==> config.mk <==
export PLATFORM = sky130hd
export DESIGN_NAME = conv_frame_scheduler_flat
export DESIGN_NICKNAME = d
export VERILOG_FILES = /design/src/rtl/conv_pkg.sv /design/src/rtl/conv_frame_scheduler_if.sv /design/src/rtl/conv_raster_cnt.sv /design/src/rtl/conv_frame_scheduler.sv /design/src/flat_wrapper.sv
export SDC_FILE = /design/constraint.sdc
export NUM_CORES = 1
export LEC_CHECK = 0
export BUFFER_PORTS_ARGS = -buffer_cell sky130_fd_sc_hd__buf_2
export CAP_MARGIN = 25
export CELL_PAD_IN_SITES_DETAIL_PLACEMENT = 2
export CELL_PAD_IN_SITES_GLOBAL_PLACEMENT = 2
export CORE_UTILIZATION = 31
export DETAILED_ROUTE_END_ITERATION = 16
export PLACE_DENSITY = 0.82
export SETUP_SLACK_MARGIN = 0.5
export SYNTH_ARGS = -nofsm -noshare
export SYNTH_HDL_FRONTEND = slang
export SYNTH_SLANG_ARGS = --single-unit
==> constraint.sdc <==
create_clock -name i_clk -period 2.53 [get_ports i_clk]
set_clock_uncertainty 0.1 [all_clocks]
set_input_delay 0.759 -clock i_clk [delete_from_list [all_inputs] [get_ports i_clk]]
set_output_delay 0.759 -clock i_clk [all_outputs]
set_load 0.03 [all_outputs]
==> src/rtl/conv_pkg.sv <==
// Shared constants, derived widths and state encoding for the 5x5 convolution
// frame scheduler and its raster counter.
package conv_pkg;
    localparam int DW  = 8;
    localparam int K   = 5;
    localparam int IMG = 32;
    localparam int OUT = IMG - K + 1;
    localparam int KK  = K * K;

    localparam int WAW = $clog2(KK);
    localparam int CW  = $clog2(IMG);
    localparam int OW  = $clog2(OUT * OUT);

    // Terminal values typed to their counter widths so compares stay width-exact
    localparam logic [CW-1:0]  POS_LAST = CW'(IMG - 1);
    localparam logic [CW-1:0]  WIN_MIN  = CW'(K - 1);
    localparam logic [WAW-1:0] W_LAST   = WAW'(KK - 1);
    localparam logic [OW-1:0]  IDX_LAST = OW'(OUT * OUT - 1);

    typedef enum logic [2:0] {
        IDLE,
        LOAD,
        READY,
        RUN,
        DONE
    } state_t;
endpackage

==> src/rtl/conv_frame_scheduler_if.sv <==
// Host/stream-side bundle of the frame scheduler: weight write port, frame
// start, pixel handshake and window/status outputs.
interface conv_frame_scheduler_if;
    import conv_pkg::*;

    logic           i_w_valid;
    logic [DW-1:0]  i_w;
    logic           o_w_wr_en;
    logic [WAW-1:0] o_w_addr;
    logic [DW-1:0]  o_w;
    logic           o_w_loaded;
    logic           i_start;
    logic           i_pix_valid;
    logic           o_pix_ready;
    logic [CW-1:0]  o_row;
    logic [CW-1:0]  o_col;
    logic           o_win_valid;
    logic [OW-1:0]  o_out_idx;
    logic           o_busy;
    logic           o_done;

    modport master (
        output i_w_valid, i_w, i_start, i_pix_valid,
        input  o_w_wr_en, o_w_addr, o_w, o_w_loaded, o_pix_ready,
               o_row, o_col, o_win_valid, o_out_idx, o_busy, o_done
    );

    modport slave (
        input  i_w_valid, i_w, i_start, i_pix_valid,
        output o_w_wr_en, o_w_addr, o_w, o_w_loaded, o_pix_ready,
               o_row, o_col, o_win_valid, o_out_idx, o_busy, o_done
    );
endinterface

==> src/rtl/conv_raster_cnt.sv <==
// Raster-order row/column counter with clear and enable; flags the final
// frame position and whether a full KxK window ends at the current position.
module conv_raster_cnt
    import conv_pkg::*;
(
    input  logic          i_clk,
    input  logic          i_rst_n,
    input  logic          i_clr,
    input  logic          i_en,
    output logic [CW-1:0] o_row,
    output logic [CW-1:0] o_col,
    output logic          o_last,
    output logic          o_win
);
    logic [CW-1:0] row_reg;
    logic [CW-1:0] col_reg;

    always_ff @(posedge i_clk) begin
        if (!i_rst_n || i_clr) begin
            row_reg <= '0;
            col_reg <= '0;
        end else if (i_en) begin
            if (col_reg == POS_LAST) begin
                col_reg <= '0;
                row_reg <= (row_reg == POS_LAST) ? '0 : row_reg + 1'b1;
            end else begin
                col_reg <= col_reg + 1'b1;
            end
        end
    end

    assign o_row  = row_reg;
    assign o_col  = col_reg;
    assign o_last = (row_reg == POS_LAST) && (col_reg == POS_LAST);
    assign o_win  = (row_reg >= WIN_MIN) && (col_reg >= WIN_MIN);
endmodule

==> src/rtl/conv_frame_scheduler.sv <==
// Convolution front-end sequencer: loads the kernel weight bank, then paces
// one raster pass over the input frame and flags valid window positions.
module conv_frame_scheduler
    import conv_pkg::*;
(
    input  logic                   i_clk,
    input  logic                   i_rst_n,
    conv_frame_scheduler_if.slave  bus
);
    state_t         state_reg, state_next;
    logic [WAW-1:0] w_cnt_reg;
    logic           w_wr_en_reg;
    logic [WAW-1:0] w_addr_reg;
    logic [DW-1:0]  w_data_reg;
    logic           w_loaded_reg;
    logic [CW-1:0]  row_out_reg;
    logic [CW-1:0]  col_out_reg;
    logic           win_valid_reg;
    logic [OW-1:0]  out_idx_reg;

    logic           w_accept, w_restart, load_done, run_start;
    logic           pix_ready, pix_accept;
    logic [CW-1:0]  cnt_row, cnt_col;
    logic           cnt_last, cnt_win;

    assign pix_ready  = (state_reg == RUN);
    assign pix_accept = pix_ready && bus.i_pix_valid;

    always_comb begin
        state_next = state_reg;
        w_accept   = 1'b0;
        w_restart  = 1'b0;
        load_done  = 1'b0;
        run_start  = 1'b0;
        case (state_reg)
            IDLE: begin
                if (bus.i_w_valid) begin
                    w_accept   = 1'b1;
                    w_restart  = 1'b1;
                    state_next = LOAD;
                end
            end
            LOAD: begin
                if (bus.i_w_valid) begin
                    w_accept = 1'b1;
                    if (w_cnt_reg == W_LAST) begin
                        load_done  = 1'b1;
                        state_next = READY;
                    end
                end
            end
            READY: begin
                // A start in the same cycle as a weight word wins; the word is dropped
                if (bus.i_start) begin
                    run_start  = 1'b1;
                    state_next = RUN;
                end else if (bus.i_w_valid) begin
                    w_accept   = 1'b1;
                    w_restart  = 1'b1;
                    state_next = LOAD;
                end
            end
            RUN: begin
                if (pix_accept && cnt_last) state_next = DONE;
            end
            DONE:    state_next = READY;
            default: state_next = IDLE;
        endcase
    end

    always_ff @(posedge i_clk) begin
        if (!i_rst_n) begin
            state_reg     <= IDLE;
            w_cnt_reg     <= '0;
            w_wr_en_reg   <= 1'b0;
            w_addr_reg    <= '0;
            w_data_reg    <= '0;
            w_loaded_reg  <= 1'b0;
            row_out_reg   <= '0;
            col_out_reg   <= '0;
            win_valid_reg <= 1'b0;
            out_idx_reg   <= '0;
        end else begin
            state_reg   <= state_next;
            w_wr_en_reg <= w_accept;
            if (w_accept) begin
                w_addr_reg <= w_restart ? '0 : w_cnt_reg;
                w_data_reg <= bus.i_w;
                if (w_restart)      w_cnt_reg <= WAW'(1);
                else if (load_done) w_cnt_reg <= '0;
                else                w_cnt_reg <= w_cnt_reg + 1'b1;
            end
            if (w_restart)      w_loaded_reg <= 1'b0;
            else if (load_done) w_loaded_reg <= 1'b1;

            if (pix_accept) begin
                row_out_reg   <= cnt_row;
                col_out_reg   <= cnt_col;
                win_valid_reg <= cnt_win;
            end else begin
                win_valid_reg <= 1'b0;
            end

            // Index advances after each window pulse and parks on the last output
            if (run_start)
                out_idx_reg <= '0;
            else if (win_valid_reg && (out_idx_reg != IDX_LAST))
                out_idx_reg <= out_idx_reg + 1'b1;
        end
    end

    conv_raster_cnt u_raster (
        .i_clk   (i_clk),
        .i_rst_n (i_rst_n),
        .i_clr   (run_start),
        .i_en    (pix_accept),
        .o_row   (cnt_row),
        .o_col   (cnt_col),
        .o_last  (cnt_last),
        .o_win   (cnt_win)
    );

    assign bus.o_w_wr_en   = w_wr_en_reg;
    assign bus.o_w_addr    = w_addr_reg;
    assign bus.o_w         = w_data_reg;
    assign bus.o_w_loaded  = w_loaded_reg;
    assign bus.o_pix_ready = pix_ready;
    assign bus.o_row       = row_out_reg;
    assign bus.o_col       = col_out_reg;
    assign bus.o_win_valid = win_valid_reg;
    assign bus.o_out_idx   = out_idx_reg;
    assign bus.o_busy      = (state_reg == RUN);
    assign bus.o_done      = (state_reg == DONE);
endmodule

==> src/flat_wrapper.sv <==
// flat-port wrapper written by rule: the top's interface ports become plain ports
module conv_frame_scheduler_flat import conv_pkg::*;
  (i_clk, i_rst_n, bus_i_w_valid, bus_i_w, bus_i_start, bus_i_pix_valid, bus_o_w_wr_en, bus_o_w_addr, bus_o_w, bus_o_w_loaded, bus_o_pix_ready, bus_o_row, bus_o_col, bus_o_win_valid, bus_o_out_idx, bus_o_busy, bus_o_done);
  conv_frame_scheduler_if bus_i ();
  input  logic i_clk;
  input  logic i_rst_n;
  input wire logic [$bits(bus_i.i_w_valid)-1:0] bus_i_w_valid;
  input wire logic [$bits(bus_i.i_w)-1:0] bus_i_w;
  input wire logic [$bits(bus_i.i_start)-1:0] bus_i_start;
  input wire logic [$bits(bus_i.i_pix_valid)-1:0] bus_i_pix_valid;
  output wire logic [$bits(bus_i.o_w_wr_en)-1:0] bus_o_w_wr_en;
  output wire logic [$bits(bus_i.o_w_addr)-1:0] bus_o_w_addr;
  output wire logic [$bits(bus_i.o_w)-1:0] bus_o_w;
  output wire logic [$bits(bus_i.o_w_loaded)-1:0] bus_o_w_loaded;
  output wire logic [$bits(bus_i.o_pix_ready)-1:0] bus_o_pix_ready;
  output wire logic [$bits(bus_i.o_row)-1:0] bus_o_row;
  output wire logic [$bits(bus_i.o_col)-1:0] bus_o_col;
  output wire logic [$bits(bus_i.o_win_valid)-1:0] bus_o_win_valid;
  output wire logic [$bits(bus_i.o_out_idx)-1:0] bus_o_out_idx;
  output wire logic [$bits(bus_i.o_busy)-1:0] bus_o_busy;
  output wire logic [$bits(bus_i.o_done)-1:0] bus_o_done;
  assign bus_i.i_w_valid = bus_i_w_valid;
  assign bus_i.i_w = bus_i_w;
  assign bus_i.i_start = bus_i_start;
  assign bus_i.i_pix_valid = bus_i_pix_valid;
  assign bus_o_w_wr_en = bus_i.o_w_wr_en;
  assign bus_o_w_addr = bus_i.o_w_addr;
  assign bus_o_w = bus_i.o_w;
  assign bus_o_w_loaded = bus_i.o_w_loaded;
  assign bus_o_pix_ready = bus_i.o_pix_ready;
  assign bus_o_row = bus_i.o_row;
  assign bus_o_col = bus_i.o_col;
  assign bus_o_win_valid = bus_i.o_win_valid;
  assign bus_o_out_idx = bus_i.o_out_idx;
  assign bus_o_busy = bus_i.o_busy;
  assign bus_o_done = bus_i.o_done;
  conv_frame_scheduler u_core (.i_clk(i_clk), .i_rst_n(i_rst_n), .bus(bus_i));
endmodule
==> impl_metrics.ini, run 1 <==
[status]
outcome = finished clean

[logic_synthesis]
yosysUniqueCellTypes = 44
synthArstFlopShare = 0
yosys_register_bits = 54
synth-main-ff-cell = dfxtp_1
postSynthAreaPerCell_sq_um = 8.45
syn-cell-area_sq_um = 2310
synth_edf_count = 0
yosysWarnings = 0
synth.net_count = 296
netlist_instances = 274
synth_sequential_area_ratio = 0.467

[floorplanning]
ioPinCount = 52
die_h_microns = 88.4
start_util = 0.319
die_area_sq_um = 7820
core_area_sq_um = 7250
rows = 31
die_width_microns = 88.4

[critical_path]
crit_family = flip-flops
path_buf_inv = 1
worstPathRequired_ns = 1.67
startpoint_type = flip-flop
worst_path_largest_cell_delay_ns = 0.38
crit_path_end_kind = output port
path_max_fanout = 9
worst_ep_arrival_time_ns = 1.13
critical_path_class = reg -> out
crit_chain = and3b_2 -> buf_4
cp_slowest_cell = dfxtp_4

[grt]
grt_usage = 0.183
antenna_found_initial = 0
grt_pass1_vias = 2205
overflow = 0
grt_max_degree = 26
grt_pass1_wl_microns = 10900

[sta]
tns_ns = 0
min_period_ns = 1.98
max_slew.worst_pin.slew_ns = 0.433
timing.fmax_ghz = 0.504
finalMaxSlewViolations = 0
fin_crit_sh = 0.785
finalHoldViolCount = 0
setup_violations = 0
max_slew_margin = 0.708
rsz0062_at_grt = true

[finish]
num-nets-final = 353
areaGrowthSynthToFinish_pct = 23.4
fillerInstances = 852
drive_above_1_share = 0.245
largest_register_ffs = 10
diodes = 0

[place]
place.detailed.hpwl_microns = 4840
portBuffers = 51
place_congestion = 0.743

[clock_network]
hold_buffers = 0
cts_buffer_depth = 2
cts_buffers = 5
clk_pin_slew_ns = 0.10
cts.sinks = 54
insertion_delay_ns = 0.32
cts_tree = done
htree_num_levels = 2
cts-root-buf = clkbuf_8

[drt]
vias = 2165
first_iter_violations = 68
route.detailed.drc = 0
firstDrtPassIters = 4
final_antenna_net_count = 0
post_drt_wl_per_cell_microns = 15.3
viasPerCell = 5.03
drt_wl_total_microns = 6590

[hold_path]
min_path_type = reg -> reg

[flow_run]
maxCapViolCount = 0

[power]
p_leak_nw = 1.20
peakVddDrop_v = 0.000191
pwr_density_cell_nw_per_um2 = 543
total_power_mw = 1.55
-- where the power goes --
part	internal, mW	total [mW]	switching (mW)	leakage (nW)
Sequential	0.859	0.870	0.0107	0.441
Clock	0.292	0.585	0.294	0.0542
Combinational	0.0304	0.0940	0.0635	0.701
Total	1.18	1.55	0.368	1.20
-- metal layers --
metal | GRT usage | wire length [microns]
met1 | 0.221 | 2890
met5 | 0 | 0
met2 | 0.325 | 3410
met3 | 0.0373 | 193
met4 | 0.0616 | 95
-- synthesized netlist by cell type (2+ instances only) --
cell type | instances | area share
and3_1 | 5 | 0.014
xor2_1 | 6 | 0.023
ha_1 | 9 | 0.049
nor3_1 | 7 | 0.015
nand3_1 | 7 | 0.015
inv_1 | 8 | 0.013
nand2_1 | 50 | 0.081
nand4_1 | 5 | 0.014
o31a_1 | 2 | 0.0076
clkbuf_1 | 7 | 0.011
dfxtp_1 | 54 | 0.47
a21oi_1 | 31 | 0.067
o21ai_0 | 7 | 0.015
nor4b_1 | 2 | 0.0076
buf_4 | 2 | 0.0065
a31oi_1 | 4 | 0.011
nor2_1 | 27 | 0.044
mux2i_1 | 3 | 0.013
a22oi_1 | 5 | 0.016
nor2b_1 | 4 | 0.011
and2_1 | 2 | 0.0054
or3_1 | 3 | 0.0081
xnor2_1 | 3 | 0.011
-- cell usage in the layout, fill, tap and decap left out, types with 4 or more instances in the layout --
cell,count
a21oi_1,31
a22oi_1,5
a31oi_1,4
and3_1,5
buf_2,48
buf_4,12
clkbuf_8,5
dfxtp_1,48
ha_1,7
inv_1,8
nand2_1,50
nand3_1,7
nand4_1,5
nor2_1,27
nor2b_1,4
nor3_1,7
o21ai_0,7
xor2_1,6
-- repair_timing --
action	in CTS	in global routing
pin swaps	0	1
resized for setup	9	6
setup endpoints to repair	4	7
setup buffers	1	0
-- tightest hold or removal path: stages (launching register included) --
cell     delay [ns]
dfxtp_1        0.32
nand2_1        0.05
a21oi_1        0.05
-- path summary, 6_finish.rpt --
| kind | cells past startpoint | endpoint | from | slack [ns] |
|---|---|---|---|---|
| worst max register to register | 6 | u_core.u_raster.o_row[2] | u_core.u_raster.o_col[0] | 0.59 |
| worst max-delay path | 2 | bus_o_busy | u_core.state_reg[2] | 0.55 |
| worst min-delay path | 2 | u_core.bus.o_row[1] | u_core.bus.o_row[1] | 0.36 |
| worst min register to register | 2 | u_core.bus.o_row[1] | u_core.bus.o_row[1] | 0.36 |
-- cells by family after synthesis --
group,share of synthesized area
AND/OR/NAND/NOR,0.261
AO/OA/AOI/OAI,0.142
multiplexers,0.0130
adder cells (fa/ha/maj),0.0486
buffers and inverters,0.0346
flip-flops,0.467
XOR/XNOR,0.0341
-- final cells by class --
| class | instances | area [sq um] | share of cell area |
|---|---|---|---|
| Inverter | 9 | 33.8 | 0.0118 |
| Tap cell | 99 | 124 | 0.0434 |
| Clock inverter | 2 | 38.8 | 0.0136 |
| Clock buffer | 5 | 68.8 | 0.0241 |
| Sequential cell | 54 | 1100 | 0.384 |
| Multi-Input combinational cell | 201 | 1160 | 0.408 |
| Timing Repair Buffer | 60 | 330 | 0.116 |
-- metrics by stage --
stage / cells / hold WS, ns / utilization / area [sq um] / worst slack (ns)
4_1_cts: 430 / 0.368 / 0.392 / 2840 / 0.520
3_5_place_dp: 422 / 0.353 / 0.374 / 2710 / 0.450
2_1_floorplan: 274 / 0.358 / - / 2310 / 0.635
5_1_grt: 430 / 0.389 / 0.394 / 2860 / 0.483
3_3_place_gp: 422 / 0.340 / 0.374 / 2710 / 0.525
6_report: 430 / 0.365 / 0.394 / 2860 / 0.545
(Power assumes the default switching activity.)
==> run 2, diff against run 1 <==
- CORE_UTILIZATION: 31 -> 28
- PLACE_DENSITY: 0.82 -> 0.79
- clock period: 2.53 -> 1.8 ns (I/O delays scaled with it)
==> run 2 against run 1 <==
The run now ends with negative setup slack left. Core utilization rose by 19 points. Die area rose by 10%. Via count rose by 27%. Sequential power rose by 39%. Non-clock buffer count rose by 82. Critical path type is now reg -> reg. Critical endpoint is now u_core.u_raster.o_row[0]. Largest cell class unchanged.
==> impl_metrics.ini, run 2 (synthesis gave the netlist of run 1 again) <==
[finish]
final_cell_mix = buf_6, buf_4, dfxtp_2, nand2_1, a21oi_2
areaGrowthSynthToFinish_pct = 99.1
diodes = 0
num-nets-final = 437
largest_register_ffs = 10
layout_commonest_cell = buf_6
final_util = 0.587
drive_above_1_share = 0.719
fillerInstances = 741

[clock_network]
cts_buffer_depth = 2
cts_tree = done
hold_buffers = 0
htree_num_levels = 2
clk_pin_slew_ns = 0.11
cts.sinks = 54
cts_buffers = 5
insertion_delay_ns = 0.33
cts-root-buf = clkbuf_8

[drt]
viasPerCell = 5.31
drt_wl_total_microns = 14300
route.detailed.drc = 0
first_iter_violations = 104
vias = 2748
firstDrtPassIters = 4
final_antenna_net_count = 0
post_drt_wl_per_cell_microns = 27.6

[critical_path]
worst_ep_arrival_time_ns = 2.02
ff2ff_path_depth = 7
r2r_end = u_core.u_raster.o_row[0]
cp_slowest_cell = dfxtp_4
crit_start = u_core.u_raster.o_col[1]
worst_path_largest_cell_delay_ns = 0.39
crit_family = simple AND/OR/NAND/NOR gates
crit_path_end_kind = flip-flop
worstPathRequired_ns = 1.96
crit_chain = ha_4 -> and3_4 -> ha_4 -> nand3_4 -> buf_4 -> or3_4 -> a21oi_2
cp_common_cell = ha_4
r2r_start = u_core.u_raster.o_col[1]
critical_path_class = reg -> reg
startpoint_type = flip-flop
reg2reg_slack_ns = -0.06
path_max_fanout = 6
path_buf_inv = 1

[sta]
rsz0062_at_grt = true
min_period_ns = 1.86
finalHoldViolCount = 0
timing.fmax_ghz = 0.537
finalMaxSlewViolations = 0
fin_crit_sh = 1.04
max_slew.worst_pin.slew_ns = 0.495
max_slew_margin = 0.667
setup_violations = 6
finalWorstSetupSlack_ns = -0.0635

[hold_path]
worstHoldPathCells = 3
min_from = bus_i_w[6]
min_path_type = in -> reg
hold_end = u_core.bus.o_w[6]

[power]
p_leak_nw = 1.91
peakVddDrop_v = 0.000371
pwr_density_cell_nw_per_um2 = 497

[floorplanning]
die_h_microns = 92.9
core_area_sq_um = 7850
rows = 32
ioPinCount = 52
die_area_sq_um = 8630
die_width_microns = 92.9
start_util = 0.295

[grt]
grt_usage = 0.287
grt_pass1_wl_microns = 18300
overflow = 0
grt_max_degree = 21
antenna_found_initial = 0
grt_pass1_vias = 3083

[place]
place_congestion = 0.773
portBuffers = 51
place.detailed.hpwl_microns = 5220
pre_cts_slack_ns = 0.00887

[status]
violations = negative setup slack
outcome = finished with violations

[flow_run]
maxCapViolCount = 0
## run 2: cell types whose count changed in the layout (fill, tap and decap cells not counted), moves of 13 or more
cell     previous run  this run
dfxtp_2             3        28
nand2_2             0        14
dfxtp_4             3        17
nand2_1            50        24
dfxtp_1            48         9
buf_6               0        63
buf_4              12        59
nor2_1             27        14
buf_2              48        12
a21oi_1            31         8
a21oi_2             0        22
## run 2: power breakdown
group | leakage, nW | internal (mW) | total (mW) | switching (mW)
clock | 0.0452 | 0.277 | 0.745 | 0.468
sequential | 0.463 | 1.19 | 1.21 | 0.0206
combinational | 1.40 | 0.148 | 0.334 | 0.186
## run 2: layout make-up
class,instances,area (sq um),share of cell area
timing repair buffer,142,1390,0.301
inverter,9,33.8,0.00733
clock buffer,6,72.6,0.0157
tap,102,128,0.0277
multi-input combinational,203,1790,0.389
clock inverter,2,13.8,0.00299
sequential,54,1180,0.256
## run 2: layer usage
metal / GRT usage / routed length [microns]
met1: 0.330 / 6190
met2: 0.532 / 7290
met3: 0.0386 / 329
met4: 0.108 / 513
met5: 0 / 0
## run 2: stage by stage
step	total power [mW]	setup TNS, ns	cell area [sq um]	instances	hold WS (ns)
finish	2.29	-0.258	4610	518	0.355
global route	2.35	-0.489	4610	518	0.351
CTS	2.17	0	4080	493	0.346
detailed placement	1.41	0	2980	428	0.350
global placement	1.40	0	2980	428	0.338
floorplan	1.35	0	2590	274	0.355
## run 2: worst max path at each step
| stage | endpoint | cells past startpoint |
|---|---|---|
| after floorplan | u_core.u_raster.o_row[2] | 6 |
| after global routing | u_core.u_raster.o_row[2] | 6 |
| after global placement | u_core.u_raster.o_row[2] | 6 |
| after CTS | bus_o_pix_ready | 2 |
| final | u_core.u_raster.o_row[0] | 7 |
| after detailed placement | u_core.u_raster.o_row[2] | 6 |
## run 2: what timing repair did
item | CTS | global route
gates cloned | 4 | 0
resized for setup | 163 | 87
buffers inserted | 53 | 25
setup endpoints to repair | 85 | 93
pin swaps | 35 | 37
## run 2: worst reg2reg max path, stage by stage (launching register included)
cell and delay, ns:
dfxtp_4 0.39, ha_4 0.15, and3_4 0.22, ha_4 0.19, nand3_4 0.12, buf_4 0.16, or3_4 0.33, a21oi_2 0.13
